$ cat src/rtl/spi_pkg.sv
// rtl/spi_pkg.sv - shared state encoding, defaults and width helper for the SPI transmit stage
package spi_pkg;

  localparam int SPI_DATA_W = 24;

  typedef enum logic [2:0] {
    ST_IDLE  = 3'd0,
    ST_SETUP = 3'd1,
    ST_SHIFT = 3'd2,
    ST_HOLD  = 3'd3,
    ST_GAP   = 3'd4
  } spi_state_e;

  // Bits needed to count 0..value-1; never less than 1 so degenerate counters stay legal.
  function automatic int spi_clog2(input int value);
    int w;
    w = 1;
    while ((1 << w) < value) w++;
    return w;
  endfunction

endpackage

$ cat src/rtl/spi_sclk_gen.sv
// rtl/spi_sclk_gen.sv - SCLK half-period divider with rise/fall strobes
module spi_sclk_gen #(
  parameter int HALF_DIV = 2
) (
  input  logic clk,
  input  logic rst,
  input  logic en,
  output logic sclk,
  output logic sclk_rise,
  output logic sclk_fall
);
  import spi_pkg::*;

  localparam int HC_W = spi_clog2(HALF_DIV);
  localparam logic [HC_W-1:0] HC_LAST = HC_W'(HALF_DIV - 1);

  logic [HC_W-1:0] half_cnt;
  logic            wrap;

  // Strobes mark the cycle whose closing edge toggles sclk.
  assign wrap      = en && (half_cnt == HC_LAST);
  assign sclk_rise = wrap && !sclk;
  assign sclk_fall = wrap && sclk;

  always_ff @(posedge clk or posedge rst) begin
    if (rst) begin
      half_cnt <= '0;
      sclk     <= 1'b0;
    end else if (!en) begin
      half_cnt <= '0;
      sclk     <= 1'b0;
    end else if (wrap) begin
      half_cnt <= '0;
      sclk     <= ~sclk;
    end else begin
      half_cnt <= half_cnt + 1'b1;
    end
  end

endmodule

$ cat src/rtl/spi_tx.sv
// rtl/spi_tx.sv - SPI mode-0 master transmit stage fed by the bus buffer
module spi_tx #(
  parameter int DATA_W   = spi_pkg::SPI_DATA_W,
  parameter int HALF_DIV = 2,
  parameter int CS_SETUP = 2,
  parameter int CS_HOLD  = 2,
  parameter int CS_GAP   = 2
) (
  input  logic              clk,
  input  logic              RST,
  input  logic              bus_valid,
  input  logic [DATA_W-1:0] BUS_DATA,
  output logic              spi_ready,
  output logic              spi_cs_n,
  output logic              spi_sclk,
  output logic              spi_mosi,
  output logic              frame_done
);
  import spi_pkg::*;

  localparam int PH_MAX0 = (CS_SETUP > CS_HOLD) ? CS_SETUP : CS_HOLD;
  localparam int PH_MAX  = (PH_MAX0 > CS_GAP) ? PH_MAX0 : CS_GAP;
  localparam int PH_W    = spi_clog2(PH_MAX + 1);
  localparam int BC_W    = spi_clog2(DATA_W);

  localparam logic [PH_W-1:0] SETUP_LAST = PH_W'(CS_SETUP - 1);
  localparam logic [PH_W-1:0] HOLD_LAST  = PH_W'(CS_HOLD - 1);
  localparam logic [PH_W-1:0] GAP_LAST   = PH_W'((CS_GAP > 0) ? CS_GAP - 1 : 0);
  localparam logic [BC_W-1:0] BIT_LAST   = BC_W'(DATA_W - 1);

  generate
    if (DATA_W < 2 || HALF_DIV < 1 || CS_SETUP < 1 || CS_HOLD < 1 || CS_GAP < 0) begin : g_bad_param
      $fatal(1, "spi_tx: parameter below its minimum");
    end
  endgenerate

  spi_state_e        state_q, state_d;
  logic [DATA_W-1:0] shreg_q, shreg_d;
  logic [BC_W-1:0]   bit_cnt_q, bit_cnt_d;
  logic [PH_W-1:0]   phase_q, phase_d;
  logic              last_bit_q, last_bit_d;
  logic              ready_q, ready_d;
  logic              cs_n_q, cs_n_d;
  logic              mosi_q, mosi_d;
  logic              done_q, done_d;
  logic              sclk_rise, sclk_fall;

  spi_sclk_gen #(.HALF_DIV(HALF_DIV)) u_sclk_gen (
    .clk      (clk),
    .rst      (RST),
    .en       (state_q == ST_SHIFT),
    .sclk     (spi_sclk),
    .sclk_rise(sclk_rise),
    .sclk_fall(sclk_fall)
  );

  always_comb begin
    state_d    = state_q;
    shreg_d    = shreg_q;
    bit_cnt_d  = bit_cnt_q;
    phase_d    = phase_q;
    last_bit_d = last_bit_q;
    ready_d    = ready_q;
    cs_n_d     = cs_n_q;
    mosi_d     = mosi_q;
    done_d     = 1'b0;
    case (state_q)
      ST_IDLE: begin
        if (bus_valid) begin
          shreg_d = BUS_DATA;
          mosi_d  = BUS_DATA[DATA_W-1];
          ready_d = 1'b0;
          cs_n_d  = 1'b0;
          phase_d = '0;
          state_d = ST_SETUP;
        end
      end
      ST_SETUP: begin
        if (phase_q == SETUP_LAST) begin
          phase_d    = '0;
          bit_cnt_d  = '0;
          last_bit_d = 1'b0;
          state_d    = ST_SHIFT;
        end else begin
          phase_d = phase_q + 1'b1;
        end
      end
      ST_SHIFT: begin
        // Decide on the rise whether this is the final bit, act on the following fall.
        if (sclk_rise) last_bit_d = (bit_cnt_q == BIT_LAST);
        if (sclk_fall) begin
          if (last_bit_q) begin
            mosi_d  = 1'b0;
            phase_d = '0;
            state_d = ST_HOLD;
          end else begin
            bit_cnt_d = bit_cnt_q + 1'b1;
            shreg_d   = {shreg_q[DATA_W-2:0], shreg_q[DATA_W-1]};
            mosi_d    = shreg_q[DATA_W-2];
          end
        end
      end
      ST_HOLD: begin
        if (phase_q == HOLD_LAST) begin
          cs_n_d  = 1'b1;
          done_d  = 1'b1;
          phase_d = '0;
          if (CS_GAP == 0) begin
            ready_d = 1'b1;
            state_d = ST_IDLE;
          end else begin
            state_d = ST_GAP;
          end
        end else begin
          phase_d = phase_q + 1'b1;
        end
      end
      ST_GAP: begin
        if (phase_q == GAP_LAST) begin
          ready_d = 1'b1;
          phase_d = '0;
          state_d = ST_IDLE;
        end else begin
          phase_d = phase_q + 1'b1;
        end
      end
      default: state_d = ST_IDLE;
    endcase
  end

  always_ff @(posedge clk or posedge RST) begin
    if (RST) begin
      state_q    <= ST_IDLE;
      shreg_q    <= '0;
      bit_cnt_q  <= '0;
      phase_q    <= '0;
      last_bit_q <= 1'b0;
      ready_q    <= 1'b1;
      cs_n_q     <= 1'b1;
      mosi_q     <= 1'b0;
      done_q     <= 1'b0;
    end else begin
      state_q    <= state_d;
      shreg_q    <= shreg_d;
      bit_cnt_q  <= bit_cnt_d;
      phase_q    <= phase_d;
      last_bit_q <= last_bit_d;
      ready_q    <= ready_d;
      cs_n_q     <= cs_n_d;
      mosi_q     <= mosi_d;
      done_q     <= done_d;
    end
  end

  assign spi_ready  = ready_q;
  assign spi_cs_n   = cs_n_q;
  assign spi_mosi   = mosi_q;
  assign frame_done = done_q;

endmodule
$ cat config.mk
export PLATFORM = sky130hd
export DESIGN_NAME = spi_tx
export DESIGN_NICKNAME = d
export VERILOG_FILES = /design/src/rtl/spi_pkg.sv /design/src/rtl/spi_sclk_gen.sv /design/src/rtl/spi_tx.sv
export SDC_FILE = /design/constraint.sdc
export NUM_CORES = 1
export LEC_CHECK = 0
export ABC_CLOCK_PERIOD_IN_PS = 3200
export BUFFER_PORTS_ARGS = -buffer_cell sky130_fd_sc_hd__buf_2
export CORE_ASPECT_RATIO = 0.7
export CORE_UTILIZATION = 45
export DETAILED_ROUTE_END_ITERATION = 16
export GPL_ROUTABILITY_DRIVEN = 0
export PLACE_DENSITY = 0.71
export SETUP_SLACK_MARGIN = 0.3
export SLEW_MARGIN = 15
export SYNTH_ARGS = -nofsm -noshare
export SYNTH_HDL_FRONTEND = slang
export SYNTH_SLANG_ARGS = --single-unit
$ cat constraint.sdc
create_clock -name clk -period 3.2 [get_ports clk]
set_input_delay 0.96 -clock clk [delete_from_list [all_inputs] [get_ports clk]]
set_output_delay 0.96 -clock clk [all_outputs]
set_load 0.02 [all_outputs]
# Yosys cells after proc, flatten, opt, wreduce, memory -nomap -nowiden

Index checks and enable logic that the tools add are counted.

Add/sub/neg operators: 3
Multipliers: 0
Divide/modulo/power cells: 0
Magnitude comparators: 0
Equal/unequal tests: 15
Shifts and indexed selects: 0
Multiplexer cells: 37
Bitwise gates (word level): 1
Reductions and logical operators: 19

Operators by type and width:

| kind                                          | count |
|---|---|
| 2-to-1 mux 24 bit                             | 3 |
| one-hot mux 24 bit (2 select lines)           | 1 |
| 2-to-1 mux 3 bit                              | 6 |
| != test 2 bit, second input constant          | 9 |
| 2-to-1 mux 5 bit                              | 3 |
| one-hot mux 3 bit (5 select lines)            | 1 |
| 2-to-1 mux 1 bit                              | 13 |
| AND reduction 3 bit                           | 4 |
| AND reduction 4 bit                           | 3 |
| one-hot mux 5 bit (2 select lines)            | 1 |
| 2-to-1 mux 2 bit                              | 4 |
| one-hot mux 1 bit (2 select lines)            | 4 |
| nonzero test 2 bit                            | 4 |
| == test 3 x 2 -> 1 bit, second input constant | 2 |
| one-hot mux 2 bit (3 select lines)            | 1 |
| AND reduction 6 bit                           | 1 |
| adder 5 x 1 -> 5 bit, second input constant   | 1 |
| == test 5 bit, second input constant          | 1 |
| == test 3 x 1 -> 1 bit, second input constant | 1 |
| == test 3 bit, second input constant          | 1 |
| logical AND 1 bit                             | 3 |
| logical NOT 3 bit                             | 1 |
| nonzero test 3 bit                            | 1 |
| OR reduction 3 bit                            | 1 |
| other kinds (5)                               | 5 |

Register bits: 41
Latch bits: 0
Bits in writable memories: 0
ROM bits: 0
Output and inout bits: 5
Logic and storage cells: 86
Memories kept: 0

# Depth between registers and ports, before layout

Depth after elaboration: 5
Gate-level depth with buffers: 5
Mapped depth without buffers: 4

# Hierarchy

From an unflattened synthesis, not the netlist that was laid out.

Cells, all modules: 174
Area total of the unflattened synthesis: 2083.2 um^2

By module, submodules not included:

| module       | times used | cells each | area an instance (um^2) | sequential area each (um^2) |
|---|---|---|---|---|
| spi_tx       | 1          | 165        | 1990.7                  | 978.4 |
| spi_sclk_gen | 1          | 9          | 92.6                    | 50.0 |

# Least setup slack after synthesis

No wires, ideal clock.

Path type: input -> register
Start: in bus_valid
End: reg shreg_q[3]
Data arrival time: 2039 ps
Data required time: 3075 ps
Setup slack: 1036 ps
Cell stages on the path: 4
Cell sequence: nand2b_1 -> a221oi_4 -> buf_4 -> mux2_2

Cells in the longest elaborated chain, start to end: 2

RTL lines:

| element                       | line          | source |
|---|---|---|
| start: declaration            | spi_tx.sv:11  | `input logic bus_valid,` |
| != test 2 bit (no line)       | n/a           |  |
| AND reduction 4 bit (no line) | n/a           |  |
| end signal: assignment        | spi_tx.sv:144 | `shreg_q <= shreg_d;` |
| end: declaration              | spi_tx.sv:38  | `logic [DATA_W-1:0] shreg_q, shreg_d;` |

No other way between the ends.
A chain may end at the register's enable or synchronous reset.

# Worst setup path after layout

Start: reg state_q[1]
End: reg shreg_q[4]

Cells in the longest elaborated chain, start to end: 5
Elaborated cells on any way between the ends: 10

RTL lines:

| element                       | line                       | source |
|---|---|---|
| start: declaration            | spi_tx.sv:37               | `spi_state_e state_q, state_d;` |
| start signal: assignment      | spi_tx.sv:143              | `state_q <= state_d;` |
| == test 3 x 2 -> 1 bit        | spi_tx.sv:51, spi_tx.sv:67 |  |
| logical AND 1 bit             | spi_sclk_gen.sv:21         | `assign wrap = en && (half_cnt == HC_LAST);` |
| logical AND 1 bit             | spi_sclk_gen.sv:23         | `assign sclk_fall = wrap && sclk;` |
| != test 2 bit (no line)       | n/a                        |  |
| AND reduction 4 bit (no line) | n/a                        |  |

Several ways; a longest one is shown, not always the timed one.

==> key figures <==
Synth
  • Synth top area share: 44.5%
  • Cell with the most instances after synthesis: dfrtp_1
  • Cell area after synthesis: around 2200 um2
  • Ys flop type: dfrtp_1
  • Seq/Total Area, Yosys: between 40% and 50%
  • Synth top area cells: dfrtp_1 44%, mux2_4 18%, mux2_2 9.8%
  • Syn. warnings: 0
  • Post-synth EDFFs: 0
  • Syn Inst Count: 167
  • Synth Net Count: approximately 200
  • Flops & latches, synth: 41
  • Asr flop ratio synth: 100%
  • Yosys top cell by area: dfrtp_1
  • Average size of a mapped cell: 13.1 um2
  • Distinct cell type count after synthesis: 41
  • Commonest cells in the netlist: 39 x dfrtp_1, 27 x mux2_4, 19 x mux2_2

Floorplan
  • # IOs: 32
  • Rows: 20
  • Die W: 85.4 um
  • CORE AREA: 4500 um2
  • Die area: just over 5000 um2
  • Starting Density: 48.7%
  • Die height: 60.4 um

Routing
  • Iteration-0 DRC Markers: 61
  • Max Used Layer: met4
  • Routed Antenna Nets: 0
  • DRC: 0
  • Post-detailed-route via-to-cell ratio: ~5.2
  • DR WL met3: 139 um
  • Routed Wire Length: 3.67 mm
  • First drt pass iteration count: 4
  • DR WL/cell: approximately 14 um
  • Vias post-DR: roughly 1300
  • Met1 WL: 1.96 mm
  • Routed length on met2: 1.52 mm

Global routing
  • Initial antenna violation count: 0
  • Number of global-route vias before repair: 1284
  • First-pass GRT wire length: 6.26 mm
  • Aggregate global routing overflow: 0
  • Largest net degree at the start of global routing: 42
  • Tot GR Track Use: between 10% and 20%

Critical path
  • CP startpoint kind: flop
  • R2R Path Start: state_q[1]
  • Worst path required time: 3.37 ns
  • Critical-path maximum fanout: 24
  • R2r endpoint: shreg_q[4]
  • Crit. End Element: flop
  • Worst Setup SP: state_q[1]
  • Setup CP Type: flop to flop
  • Crit path DAT: between 2 and 2.5 ns
  • FF-to-FF path depth: 4
  • R2r setup slk: 1.07 ns
  • CP endpoint: shreg_q[4]

Timing
  • F_max: 0.469 GHz
  • Max-slew headroom: 53.4%
  • Hold slack: between 0.4 and 0.5 ns
  • Setup_tns: 0 ns
  • Post-layout min period: between 2 and 2.5 ns
  • Worst Tran Pin Value: 0.697 ns
  • Hold Fails Final Rpt: 0
  • # setup viols final: 0
  • Clock skew: 0.00921 ns
  • Unrepaired setup endpoints after global routing: no
  • Max Slew Vio Count: 0
  • Period utilisation layout: 66.7%

Placed design
  • Placement Cell Area: 2380 um2
  • Placed wire-length estimate: between 2 and 2.5 mm
  • Buffers on Ports: 31
  • DP Cell Count: between 200 and 250

CTS
  • Postcts setup bufs: 0
  • CTS tree: yes
  • CTS Hold Bufs: 0
  • Buffer levels on the longest clock path: 2
  • Htree depth: 2
  • Clock root cell: clkbuf_8
  • CTS Sinks: 41
  • Clock-pin slew on the worst setup and hold paths: 0.07 ns
  • CTS-repair resized insts: 0
  • Clk Latency, worst-skew pair: 0.29 ns
  • CTS buffer count: 5

Finish
  • Share of cells above drive strength 1: 47.3%
  • Non-filler instance count after layout: approximately 260
  • N_diodes: 0
  • Final instance area: ~2500 um2
  • Register Area: about 1000 um2
  • Synth-to-layout area growth: 12.1%
  • Filler cells: 396
  • Nets: ~230
  • Area of the multi-input gates: 1070 um2

Hold path
  • Min-delay worst type: flop to flop

Power and ir drop
  • Leak: 1.26 nW
  • Clock power frac: 37.0%
  • Reg power frac: 59.6%
  • Cell internal pwr: around 700 uW
  • Power density cells: 354 nW/um2
  • Comb pwr share: ~3.3%
  • Power Total: 870 uW
  • Switching Fraction: 21.4%
  • Worst IR Drop VDD: 173 uV
  • NetSw: 187 uW

Flow run
  • Max Cap Viol: 0

Outcome
  • Status: completed
placed cells by master (no fill, tap or decap), types with 5 or more instances in the layout:
cell       n
dfrtp_1   39
buf_2     31
mux2_4    27
mux2_2    19
nor2_1     7
inv_1      7
nand2b_1   5
nand2_1    5
a31oi_1    5
clkbuf_8   5
flip-flops by register name (all words and copies together), names as in the netlist:
name	flops
u_sclk_gen.half_cnt	1
u_sclk_gen.sclk	1
shreg_q	24
state_q	3
spi_cs_n	1
spi_mosi	1
frame_done	1
bit_cnt_q	5
last_bit_q	1
phase_q	2
spi_ready	1
area by class of cell:
class | count | area share, %
Sequential cell | 41 | 41.8
Clock buffer | 6 | 2.95
Tap cell | 55 | 2.80
Inverter | 7 | 1.07
Clock inverter | 2 | 0.407
Multi-Input combinational cell | 111 | 43.7
Timing Repair Buffer | 34 | 7.23
critical path, stage by stage, from the launching register on:
cell      delay, ns
dfrtp_1        0.61
nand3_1        0.31
a221oi_4       0.31
buf_4          0.40
mux2_2         0.38
worst min path at each step:
stage | from | endpoint | slack, ns | cells past startpoint
2_1_floorplan | bit_cnt_q[4] | bit_cnt_q[4] | 0.44 | 1
3_3_place_gp | bit_cnt_q[4] | bit_cnt_q[4] | 0.47 | 1
3_5_place_dp | bit_cnt_q[4] | bit_cnt_q[4] | 0.47 | 1
4_1_cts | bit_cnt_q[4] | bit_cnt_q[4] | 0.48 | 1
5_1_grt | bit_cnt_q[4] | bit_cnt_q[4] | 0.49 | 1
6_report | bit_cnt_q[4] | bit_cnt_q[4] | 0.48 | 1
stage by stage:
stage	setup slack (ns)	utilization, %
global placement	0.848	52.8
finish	1.07	54.6
floorplan	1.04	-
global route	0.922	54.6
CTS	1.08	54.6
detailed placement	0.800	52.8
cells by family (layout without fill, tap and decap cells):
logic type                 count (synthesis)  after routing  synth area share, %
muxes                                     50             50                 30.1
and+or+nand+nor                           33             33                 8.44
adders and majority gates                  1              1                0.570
AOI/OAI and AO/OA                         25             25                 9.13
DFF                                       41             41                 46.9
buffers and inverters                     15             49                 4.11
xor gates and xnor gates                   2              2                0.799
power groups by stage:
stage	Clock, mW	Combinational [mW]	Sequential [mW]
detailed placement	0	0.0302	0.529
global placement	0	0.0302	0.529
floorplan	0	0.00965	0.529
finish	0.322	0.0291	0.519
global route	0.353	0.0333	0.519
CTS	0.333	0.0304	0.519
routing by layer:
layer / vias up / track usage [%]
li1: 665 / -
met1: 629 / 24.3
met2: 30 / 22.6
met3: 6 / 3.67
met4: 0 / 6.90
met5: - / 0
(Power assumes the default switching activity.)
